File: src/rtl/ps2_rx.sv
// PS/2 device-to-host frame receiver: samples debounced data on clock falls and emits checked bytes.
// Optional inter-edge watchdog is enabled by defining PS2_RX_TIMEOUT_EN.
module ps2_rx #(
  parameter int unsigned TIMEOUT_W = 16
) (
  input  logic       clk,
  input  logic       rst_n,
  input  logic       ps2_clk,
  input  logic       ps2_data,
  output logic [7:0] data,
  output logic       valid,
  output logic       err
);

  typedef enum logic [1:0] {
    ST_IDLE   = 2'd0,
    ST_DATA   = 2'd1,
    ST_PARITY = 2'd2,
    ST_STOP   = 2'd3
  } state_e;

  state_e     state_q, state_d;
  logic       ps2_clk_q;
  logic [7:0] sh_q, sh_d;
  logic       par_q, par_d;
  logic [2:0] bit_cnt_q, bit_cnt_d;
  logic [7:0] data_q, data_d;
  logic       valid_q, valid_d;
  logic       err_q, err_d;
  logic       fall_s;
  logic       to_expired_s;

  // Byte plus parity bit must carry an odd number of ones.
  function automatic logic odd_parity_ok(input logic [7:0] b, input logic p);
    return ^{b, p};
  endfunction

  assign fall_s = ps2_clk_q & ~ps2_clk;

`ifdef PS2_RX_TIMEOUT_EN
  logic [TIMEOUT_W-1:0] to_cnt_q, to_cnt_d;

  // Watchdog counts idle cycles between falls while a frame is in progress.
  always_comb begin
    to_cnt_d = to_cnt_q;
    if ((state_q == ST_IDLE) || fall_s) begin
      to_cnt_d = '0;
    end else begin
      to_cnt_d = to_cnt_q + {{(TIMEOUT_W-1){1'b0}}, 1'b1};
    end
  end

  // Watchdog counter register.
  always_ff @(posedge clk) begin
    if (!rst_n) begin
      to_cnt_q <= '0;
    end else begin
      to_cnt_q <= to_cnt_d;
    end
  end

  assign to_expired_s = (state_q != ST_IDLE) && (&to_cnt_q) && !fall_s;
`else
  assign to_expired_s = 1'b0;
  if (TIMEOUT_W == 32'd0) begin : g_no_watchdog
  end
`endif

  // Frame FSM: advances only on a clock fall unless the watchdog expires.
  always_comb begin
    state_d   = state_q;
    sh_d      = sh_q;
    par_d     = par_q;
    bit_cnt_d = bit_cnt_q;
    data_d    = data_q;
    valid_d   = 1'b0;
    err_d     = 1'b0;
    if (to_expired_s) begin
      state_d = ST_IDLE;
      err_d   = 1'b1;
    end else if (fall_s) begin
      case (state_q)
        ST_IDLE: begin
          if (!ps2_data) begin
            state_d   = ST_DATA;
            bit_cnt_d = 3'd0;
          end else begin
            state_d = ST_IDLE;
          end
        end
        ST_DATA: begin
          sh_d      = {ps2_data, sh_q[7:1]};
          bit_cnt_d = bit_cnt_q + 3'd1;
          if (bit_cnt_q == 3'd7) begin
            state_d = ST_PARITY;
          end else begin
            state_d = ST_DATA;
          end
        end
        ST_PARITY: begin
          par_d   = ps2_data;
          state_d = ST_STOP;
        end
        ST_STOP: begin
          if (ps2_data && odd_parity_ok(sh_q, par_q)) begin
            data_d  = sh_q;
            valid_d = 1'b1;
          end else begin
            err_d = 1'b1;
          end
          state_d = ST_IDLE;
        end
        default: begin
          state_d = ST_IDLE;
        end
      endcase
    end else begin
      state_d = state_q;
    end
  end

  // State, datapath and registered strobes.
  always_ff @(posedge clk) begin
    if (!rst_n) begin
      state_q   <= ST_IDLE;
      ps2_clk_q <= 1'b1;
      sh_q      <= 8'h00;
      par_q     <= 1'b0;
      bit_cnt_q <= 3'd0;
      data_q    <= 8'h00;
      valid_q   <= 1'b0;
      err_q     <= 1'b0;
    end else begin
      state_q   <= state_d;
      ps2_clk_q <= ps2_clk;
      sh_q      <= sh_d;
      par_q     <= par_d;
      bit_cnt_q <= bit_cnt_d;
      data_q    <= data_d;
      valid_q   <= valid_d;
      err_q     <= err_d;
    end
  end

  assign data  = data_q;
  assign valid = valid_q;
  assign err   = err_q;

endmodule
File: config.mk
export PLATFORM = sky130hd
export DESIGN_NAME = ps2_rx
export DESIGN_NICKNAME = d
export VERILOG_FILES = /design/src/rtl/ps2_rx.sv
export SDC_FILE = /design/constraint.sdc
export NUM_CORES = 1
export LEC_CHECK = 0
export CORE_ASPECT_RATIO = 1.1
export CORE_UTILIZATION = 30
export CTS_CLUSTER_SIZE = 14
export DETAILED_ROUTE_END_ITERATION = 6
export SYNTH_ARGS = -nofsm -noshare
export SYNTH_HDL_FRONTEND = slang
export SYNTH_SLANG_ARGS = --single-unit
File: constraint.sdc
create_clock -name clk -period 2 [get_ports clk]
set_input_delay 0.2 -clock clk [delete_from_list [all_inputs] [get_ports clk]]
set_output_delay 0.2 -clock clk [all_outputs]
set_load 0.05 [all_outputs]
# Word level (Yosys, flattened, before mapping)
# Index checks and enable logic that the tools add are counted.
[classes]
magnitude_cmp = 0
n_bitwise = 2
n_eq_ne = 5
mux = 7
reduce_logical = 9
addsub = 1
n_mul = 0
div = 0
shift = 0
[op_table]
columns = ["operator", "n"]
rows = [
  ["AND reduction 3 bit", 3],
  ["XOR reduction 9 bit", 1],
  ["one-hot mux 2 bit (4 select lines)", 1],
  ["one-hot mux 3 bit (2 select lines)", 1],
  ["== test 2 bit, second input constant", 2],
  ["AND reduction 2 bit", 2],
  ["adder 3 x 1 -> 3 bit, second input constant", 1],
  ["== test 3 bit, second input constant", 1],
  ["2-to-1 mux 1 bit", 3],
  ["2-to-1 mux 3 bit", 1],
  ["== test 2 x 1 -> 1 bit, second input constant", 1],
  ["zero test 2 bit", 1],
  ["2-to-1 mux 2 bit", 1],
  ["!= test 2 bit, second input constant", 1],
  ["nonzero test 2 bit", 1],
  ["AND 1 bit", 1],
  ["logical AND 1 bit", 1],
  ["NOT 1 bit", 1],
]
[totals]
regBits = 25
ram_bits = 0
mem_bits_ro = 0
out_inout_bits = 10
latch_bits = 0
inputBits = 4
mem_count = 0
wordCells = 32

# Logic depth before layout (Yosys ltp)
# Gate-level depths: netlist of run 1.
[depth]
depth_word = 3
ltp_mapped = 6

# Least setup slack after synthesis of run 1
# OpenSTA, ideal clock, no wires.
[synth_path]
path_type = "flip-flop to flip-flop"
start = "reg sh_q[1]"
end = "reg valid_q (netlist: valid)"
n_path_buf = 1
path_slack_ns = 0.352
period_less_slack_ns = 1.648
path_stages_with_launch = 6
required_time_ns = 1.885
arrival_ns = 1.534
path_cell_list = "dfxtp_1 xor2_1 xnor3_1 mux2_4 buf_6 and2_1"
[synth_between]
elab_chain_len = 3
[synth_rtl]
columns = ["item", "line", "text"]
rows = [
  ["from (decl)", "24", "logic [7:0] sh_q, sh_d;"],
  ["from (signal assigned)", "127", "sh_q <= 8'h00;"],
  ["from (signal assigned)", "136", "sh_q <= sh_d;"],
  ["XOR reduction 9 bit", "35", "return ^{b, p};"],
  ["logical AND 1 bit", "105", "if (ps2_data && odd_parity_ok(sh_q, par_q)) begin"],
  ["2-to-1 mux 1 bit", "105", ""],
  ["to (signal assigned)", "140", "valid_q <= valid_d;"],
  ["to (decl)", "28", "logic valid_q, valid_d;"],
]
# Every way passes these cells.
# A chain may end at the register's enable or synchronous reset.

# Worst setup path in the final report of run 1
[layout_path]
start = "reg sh_q[0]"
end = "reg valid_q (netlist: valid)"
# Same word-level chain as after synthesis.

==> reports/summary.md, run 1 <==
• 25 — clock sink total
• no — unrepaired setup endpoints after global routing
• 0.455 — Seq/Total Area, Yosys
• 14 — IO Count
• 1.72 ns — time the worst path needs with I/O delays and setup
• finished clean — status
• 24 — number of unique standard cell types used by synthesis
• met4 — uppermost routed layer
• 2 — clk buf depth
• 362 — count of filler cells inserted in the layout
• 22 — Cell Rows
• sky130_fd_sc_hd__clkbuf_4 — clock tree root buffer cell
• 0.46 ns — delay contributed by the slowest stage of the critical path
• 1100 µm² — Mapped Area
• 0.723 — placer's final routability congestion estimate
• 0.15 ns — Worst-path clk slew
• sh_q[0]$_SDFFE_PN0P_ — Worst setup startpoint
• 2.23 ns — data required time at the worst endpoint
• 0 — count of buffers added by post-CTS timing repair for setup
• 594 nW/µm² — areal power density over the cells
• input port to register — path type of the worst min-delay path
• 0.667 — Rel. slew slack
• valid$_SDFF_PN0_ — end of the critical path
• 816 — via count of the routed design
• 0 — initial antenna violation count
• 0.32 ns — insertion delay to the later sink of the worst-skew pair
• 65.5 µm — die height
• 0.224 ns — pre-CTS setup slack
• sky130_fd_sc_hd__xnor3_1 — highest-delay cell along the critical path
• 0.396 ns — Final Hold Slack
• 0.0597 — layout cell share with drive strength beyond 1
• 1.95 ns — Crit path arrival time
• valid$_SDFF_PN0_ — endpoint of the worst register-to-register path
• 54 µm — met3 WL post-DR
• 0 — residual antenna-violating net count after detailed routing
• register — kind of capture point of the worst setup path
• 1390 µm — post-detailed-placement half-perimeter wirelength
• 2 — Worst Hold Path Cells
• 24 — Iteration-0 DRC Markers
• 0 — number of setup violations in the final report
• 4.48 — via/cell ratio
• 0.322 — initial standard-cell utilization of the core
• 59.7 µm — x dimension of the die
• 0.497 ns — Worst-Margin Slew
• 0.28 ns — register-to-register path setup slack
• 3410 µm² — Core Area
• 0 — number of hold buffers added after CTS
• 9.17 µm² — synthesized area per cell
• 0.114 — Total Routing Usage GR
• 0.00904 ns — worst clock skew
• 4 — detailed-routing iteration count for the pre-antenna-repair pass
• 582 MHz — Fmax
• 3420 µm — first-pass GRT wire length
• xor2_1 > xnor3_1 > mux2_4 > and2_1 — critical path cell sequence
• 0.000182 V — VDD IR max
• 0 ns — sum of negative setup slack
• 0 — Synth warnings
• 9 — Max FO, Critical Path
• done — TritonCTS clock tree
• 802 — vias in the first global route
• 0.440 nW — leakage power summed over all cells
• 0.282 ns — minimum setup slack in the final design
• 0 — Max-Cap Viols
• 10.8 µm — average wire per cell in the routed design
• 3910 µm² — total die area
• 0 — remaining global-route overflow
• 0 — count of final max-slew check failures
• sh_q[0]$_SDFFE_PN0P_ — Reg-to-Reg Start
• 33 — maximum number of pins on one net before global-route repair
• 0 — post-route DRC violation count
• 1960 µm — total routed wirelength
• 120 — number of cells produced by synthesis
• 3 — number of buffers created by CTS
• 13 — number of buffers inserted by port buffering
• 4 — depth of the most critical reg-to-reg path
• 1 — H-tree depth reported by CTS
• 0.859 — final critical-path share of the clock period
• 0 — Resized cells post-CTS
• rst_n — worst hold path startpoint
• register — element type at the critical path start
• 19.1% — Area Overhead vs Synth
• 0 — number of diodes added for antenna fixing
• 126 — net count after synthesis
• 25 — Synth Register Bits
• 927 µm — metal1 wirelength
• register to register — startpoint-to-endpoint class of the critical path
• 933 µm — met2 routed wirelength
• 0 — final number of hold-violating endpoints
• 141 — Net count, final
==> layout by cell type (no fill, tap or decap), types with 3 or more instances in the layout <==
cell                              Yosys  routed
sky130_fd_sc_hd__nand2_1             35      35
sky130_fd_sc_hd__dfxtp_1             25      25
sky130_fd_sc_hd__clkdlybuf4s50_1      0      13
sky130_fd_sc_hd__a21boi_0             9       9
sky130_fd_sc_hd__mux2i_1              9       9
sky130_fd_sc_hd__nor2b_1              5       5
sky130_fd_sc_hd__nand2b_1             3       3
sky130_fd_sc_hd__nor3_1               3       3
sky130_fd_sc_hd__a21oi_1              3       3
sky130_fd_sc_hd__clkbuf_4             0       3
sky130_fd_sc_hd__buf_4                0       3
==> per-layer routing <==
metal	up-vias	global-route usage
met5	-	0
met4	0	0.0610
met3	5	0.0118
met2	15	0.192
met1	373	0.141
li1	423	-
==> where the power goes <==
part | leakage [nW] | switching (mW) | internal (mW) | total, mW
combinational | 0.220 | 0.0221 | 0.0182 | 0.0403
clock | 0.0177 | 0.158 | 0.0750 | 0.233
sequential | 0.202 | 0.00291 | 0.502 | 0.505
total | 0.440 | 0.183 | 0.595 | 0.778
==> critical path, delay by kind of cell (launching register included) <==
kind / cells / cell delay, ns
flops: 1 / 0.41
simple gates: 1 / 0.18
xor+xnor: 2 / 0.63
mux: 1 / 0.41
==> cell families after synthesis <==
family,share of synthesized area
flops,0.455
mux,0.0956
buf+inv,0.0341
simple gates,0.212
fa+ha+maj,0.0227
xor+xnor,0.0728
compound gates,0.108
==> how the worst min path moves through the flow <==
stage,slack (ns),end
floorplan,0.27,ps2_clk_q$_SDFF_PN1_
global placement,0.45,data[7]$_SDFFE_PN0P_
detailed placement,0.45,data[5]$_SDFFE_PN0P_
CTS,0.39,ps2_clk_q$_SDFF_PN1_
global route,0.39,ps2_clk_q$_SDFF_PN1_
finish,0.40,ps2_clk_q$_SDFF_PN1_
==> cell usage after synthesis <==
master | number | area [µm²]
sky130_fd_sc_hd__nand2b_1 | 3 | 18.8
sky130_fd_sc_hd__nor3b_1 | 2 | 15.0
sky130_fd_sc_hd__a22oi_1 | 2 | 15.0
sky130_fd_sc_hd__xnor2_1 | 2 | 17.5
sky130_fd_sc_hd__buf_6 | 1 | 11.3
sky130_fd_sc_hd__a211o_1 | 1 | 8.76
sky130_fd_sc_hd__mux2i_1 | 9 | 90.1
sky130_fd_sc_hd__clkbuf_1 | 5 | 18.8
sky130_fd_sc_hd__a21oi_1 | 3 | 15.0
sky130_fd_sc_hd__and2_1 | 1 | 6.26
sky130_fd_sc_hd__xor2_1 | 2 | 17.5
sky130_fd_sc_hd__xnor3_1 | 2 | 45.0
sky130_fd_sc_hd__nor2_1 | 2 | 7.51
sky130_fd_sc_hd__dfxtp_1 | 25 | 500
sky130_fd_sc_hd__nor3_1 | 3 | 15.0
sky130_fd_sc_hd__mux2_4 | 1 | 15.0
sky130_fd_sc_hd__nand2_1 | 35 | 131
sky130_fd_sc_hd__ha_1 | 2 | 25.0
sky130_fd_sc_hd__inv_1 | 2 | 7.51
sky130_fd_sc_hd__o21ai_0 | 1 | 5.00
sky130_fd_sc_hd__a21boi_0 | 9 | 67.6
sky130_fd_sc_hd__nand3b_1 | 1 | 7.51
sky130_fd_sc_hd__a211oi_1 | 1 | 7.51
sky130_fd_sc_hd__nor2b_1 | 5 | 31.3
==> metrics by stage <==
stage | cell area, µm² | total power, mW | utilization | std cells
finish | 1310 | 0.778 | 0.384 | 182
CTS | 1310 | 0.786 | 0.384 | 182
global placement | 1280 | 0.556 | 0.376 | 178
floorplan | 1100 | 0.539 | - | 120
detailed placement | 1280 | 0.556 | 0.376 | 178
global route | 1310 | 0.814 | 0.384 | 182
==> sequential cells by signal (all words and copies together) (netlist names), named ones only <==
name       flops
ps2_clk_q      1
data           8
bit_cnt_q      3
err            1
valid          1
par_q          1
state_q        1
sh_q           8
==> cell type report <==
cell class                 count  area, µm²  area share
clock buffer                   3       22.5      0.0172
inverter                       2       7.51     0.00573
timing repair buffer          16        153       0.117
tap                           48       60.1      0.0458
sequential                    25        500       0.382
clock inverter                 1       5.00     0.00382
multi-input combinational     87        562       0.429
Power figures use the tool's default switching activity.
==> run 2, diff against run 1 <==
--- a/config.mk
+++ b/config.mk
@@ -6,9 +6,11 @@
 export NUM_CORES = 1
 export LEC_CHECK = 0
 export CORE_ASPECT_RATIO = 1.1
-export CORE_UTILIZATION = 30
+export CORE_MARGIN = 2
+export CORE_UTILIZATION = 25
 export CTS_CLUSTER_SIZE = 14
 export DETAILED_ROUTE_END_ITERATION = 6
+export REMOVE_ABC_BUFFERS = 1
 export SYNTH_ARGS = -nofsm -noshare
 export SYNTH_HDL_FRONTEND = slang
 export SYNTH_SLANG_ARGS = --single-unit
==> reports/summary.md, run 2 (same netlist as run 1, synthesis figures left out) <==
• 0.259 — initial standard-cell utilization of the core, was 0.322
• 187 — final non-filler cell total, was 182
• 4 — detailed-routing iteration count for the pre-antenna-repair pass, unchanged
• 0.00223 ns — worst clock skew, was 0.00904 ns
• 35 x sky130_fd_sc_hd__nand2_1, 25 x sky130_fd_sc_hd__dfxtp_1, 13 x sky130_fd_sc_hd__clkdlybuf4s50_1 — most used cells in the layout excluding fill and tap cells, unchanged
• 0 — count of buffers added by post-CTS timing repair for setup, unchanged
• 0 — residual antenna-violating net count after detailed routing, unchanged
• 12 — Iteration-0 DRC Markers, was 24
• 850 — vias in the first global route, was 802
• 0 — number of hold buffers added after CTS, unchanged
• 0.663 — Rel. slew slack, was 0.667
• 0.0451 — layout cell share with drive strength beyond 1, was 0.0597
• 562 µm² — area of the multi-input gates, unchanged
• register to register — path type of the worst min-delay path, was input port to register
• 0 — final number of hold-violating endpoints, unchanged
• register — kind of capture point of the worst setup path, unchanged
• 0 ns — sum of negative setup slack, unchanged
• 629 nW/µm² — areal power density over the cells, was 594 nW/µm²
• 13 — number of buffers inserted by port buffering, unchanged
• 0 — Max-Cap Viols, unchanged
• 3 — number of buffers created by CTS, unchanged
• 0 — remaining global-route overflow, unchanged
• 21.8% — Area Overhead vs Synth, was 19.1%
• 1 — H-tree depth reported by CTS, unchanged
• 140 — Net count, final, was 141
• sky130_fd_sc_hd__clkbuf_8 — clock tree root buffer cell, was sky130_fd_sc_hd__clkbuf_4
• 1990 µm — total routed wirelength, was 1960 µm
• 10.6 µm — average wire per cell in the routed design, was 10.8 µm
• 0.794 — placer's final routability congestion estimate, was 0.723
• 0.444 nW — leakage power summed over all cells, was 0.440 nW
• 4950 µm² — total die area, was 3910 µm²
• 14 — IO Count, unchanged
• 183 — total placed cells including tap cells, was 178
• 464 — count of filler cells inserted in the layout, was 362
• 67.2 µm — x dimension of the die, was 59.7 µm
• 595 MHz — Fmax, was 582 MHz
• 0.504 ns — Worst-Margin Slew, was 0.497 ns
• 811 — via count of the routed design, was 816
• sky130_fd_sc_hd__nand2_1 — most common library cell in the layout ignoring fill and taps, unchanged
• 0.27 ns — insertion delay to the later sink of the worst-skew pair, was 0.32 ns
• 73.6 µm — die height, was 65.5 µm
• 0.08 ns — Worst-path clk slew, was 0.15 ns
• done — TritonCTS clock tree, unchanged
• 0.841 — final critical-path share of the clock period, was 0.859
• 22 — maximum number of pins on one net before global-route repair, was 33
• 4.34 — via/cell ratio, was 4.48
• 0 — count of final max-slew check failures, unchanged
• no — unrepaired setup endpoints after global routing, unchanged
• 0 — post-route DRC violation count, unchanged
• 4250 µm² — Core Area, was 3410 µm²
• 500 µm² — FF+latch area, unchanged
• 2.17 ns — data required time at the worst endpoint, was 2.23 ns
• 0.000283 V — VDD IR max, was 0.000182 V
• 25 — clock sink total, unchanged
• 0 — initial antenna violation count, unchanged
• 1.68 ns — time the worst path needs with I/O delays and setup, was 1.72 ns
• 2 — clk buf depth, unchanged
• finished clean — status, unchanged
• register — element type at the critical path start, unchanged
• 25 — Cell Rows, was 22
• 1.85 ns — Crit path arrival time, was 1.95 ns
• register to register — startpoint-to-endpoint class of the critical path, unchanged
• 0 — number of setup violations in the final report, unchanged
• 0 — number of diodes added for antenna fixing, unchanged
• 9 — Max FO, Critical Path, unchanged
• 0.315 — fraction of the core area covered by cells at the end of the flow, was 0.384
• 0.0980 — Total Routing Usage GR, was 0.114
• 1440 µm — post-detailed-placement half-perimeter wirelength, was 1390 µm
• 0 — Resized cells post-CTS, unchanged
• 3700 µm — first-pass GRT wire length, was 3420 µm
==> run 2: changes by cell type in the layout (fill, tap and decap cells not counted), sizes merged <==
cell,change
clkbuf,+1
clkinv,-1
buf,-1
==> run 2: worst max-delay path: stages, from the launching register on <==
cell	delay (ns)
sky130_fd_sc_hd__dfxtp_1	0.39
sky130_fd_sc_hd__xor2_1	0.16
sky130_fd_sc_hd__xnor3_1	0.45
sky130_fd_sc_hd__mux2_4	0.40
sky130_fd_sc_hd__and2_1	0.18
==> run 2: stage by stage <==
step / setup slack (ns) / cell area (µm²) / hold slack [ns] / power [mW]
floorplan: 0.404 / 1070 / 0.273 / 0.533
global placement: 0.310 / 1290 / 0.450 / 0.557
detailed placement: 0.227 / 1290 / 0.454 / 0.558
CTS: 0.308 / 1340 / 0.471 / 0.860
global route: 0.215 / 1340 / 0.491 / 0.879
finish: 0.319 / 1340 / 0.466 / 0.843
==> run 2: routing by layer <==
| metal | track usage | wire (µm) |
|---|---|---|
| met3 | 0.0184 | 49 |
| met1 | 0.111 | 882 |
| met5 | 0 | 0 |
| met4 | 0.0544 | 53 |
| met2 | 0.171 | 1010 |
==> run 2: path summary, 6_finish.rpt <==
path / to / cells past startpoint / slack, ns / from
setup reg to reg: valid$_SDFF_PN0_ / 4 / 0.32 / sh_q[1]$_SDFFE_PN0P_
hold / removal: data[7]$_SDFFE_PN0P_ / 2 / 0.47 / data[7]$_SDFFE_PN0P_
hold reg to reg: data[7]$_SDFFE_PN0P_ / 2 / 0.47 / data[7]$_SDFFE_PN0P_
setup / recovery: valid$_SDFF_PN0_ / 4 / 0.32 / sh_q[1]$_SDFFE_PN0P_
==> run 2: final cells by class <==
class                           instances  area share
Timing Repair Buffer                   15       0.118
Clock buffer                            4      0.0336
Multi-Input combinational cell         87       0.419
Sequential cell                        25       0.373
Inverter                                2     0.00560
Tap cell                               54      0.0504
==> run 2: power by group <==
group / internal, mW / total (mW) / switching, mW / leakage (nW)
registers: 0.501 / 0.504 / 0.00292 / 0.202
logic: 0.0196 / 0.0420 / 0.0224 / 0.220
clock network: 0.142 / 0.297 / 0.154 / 0.0228
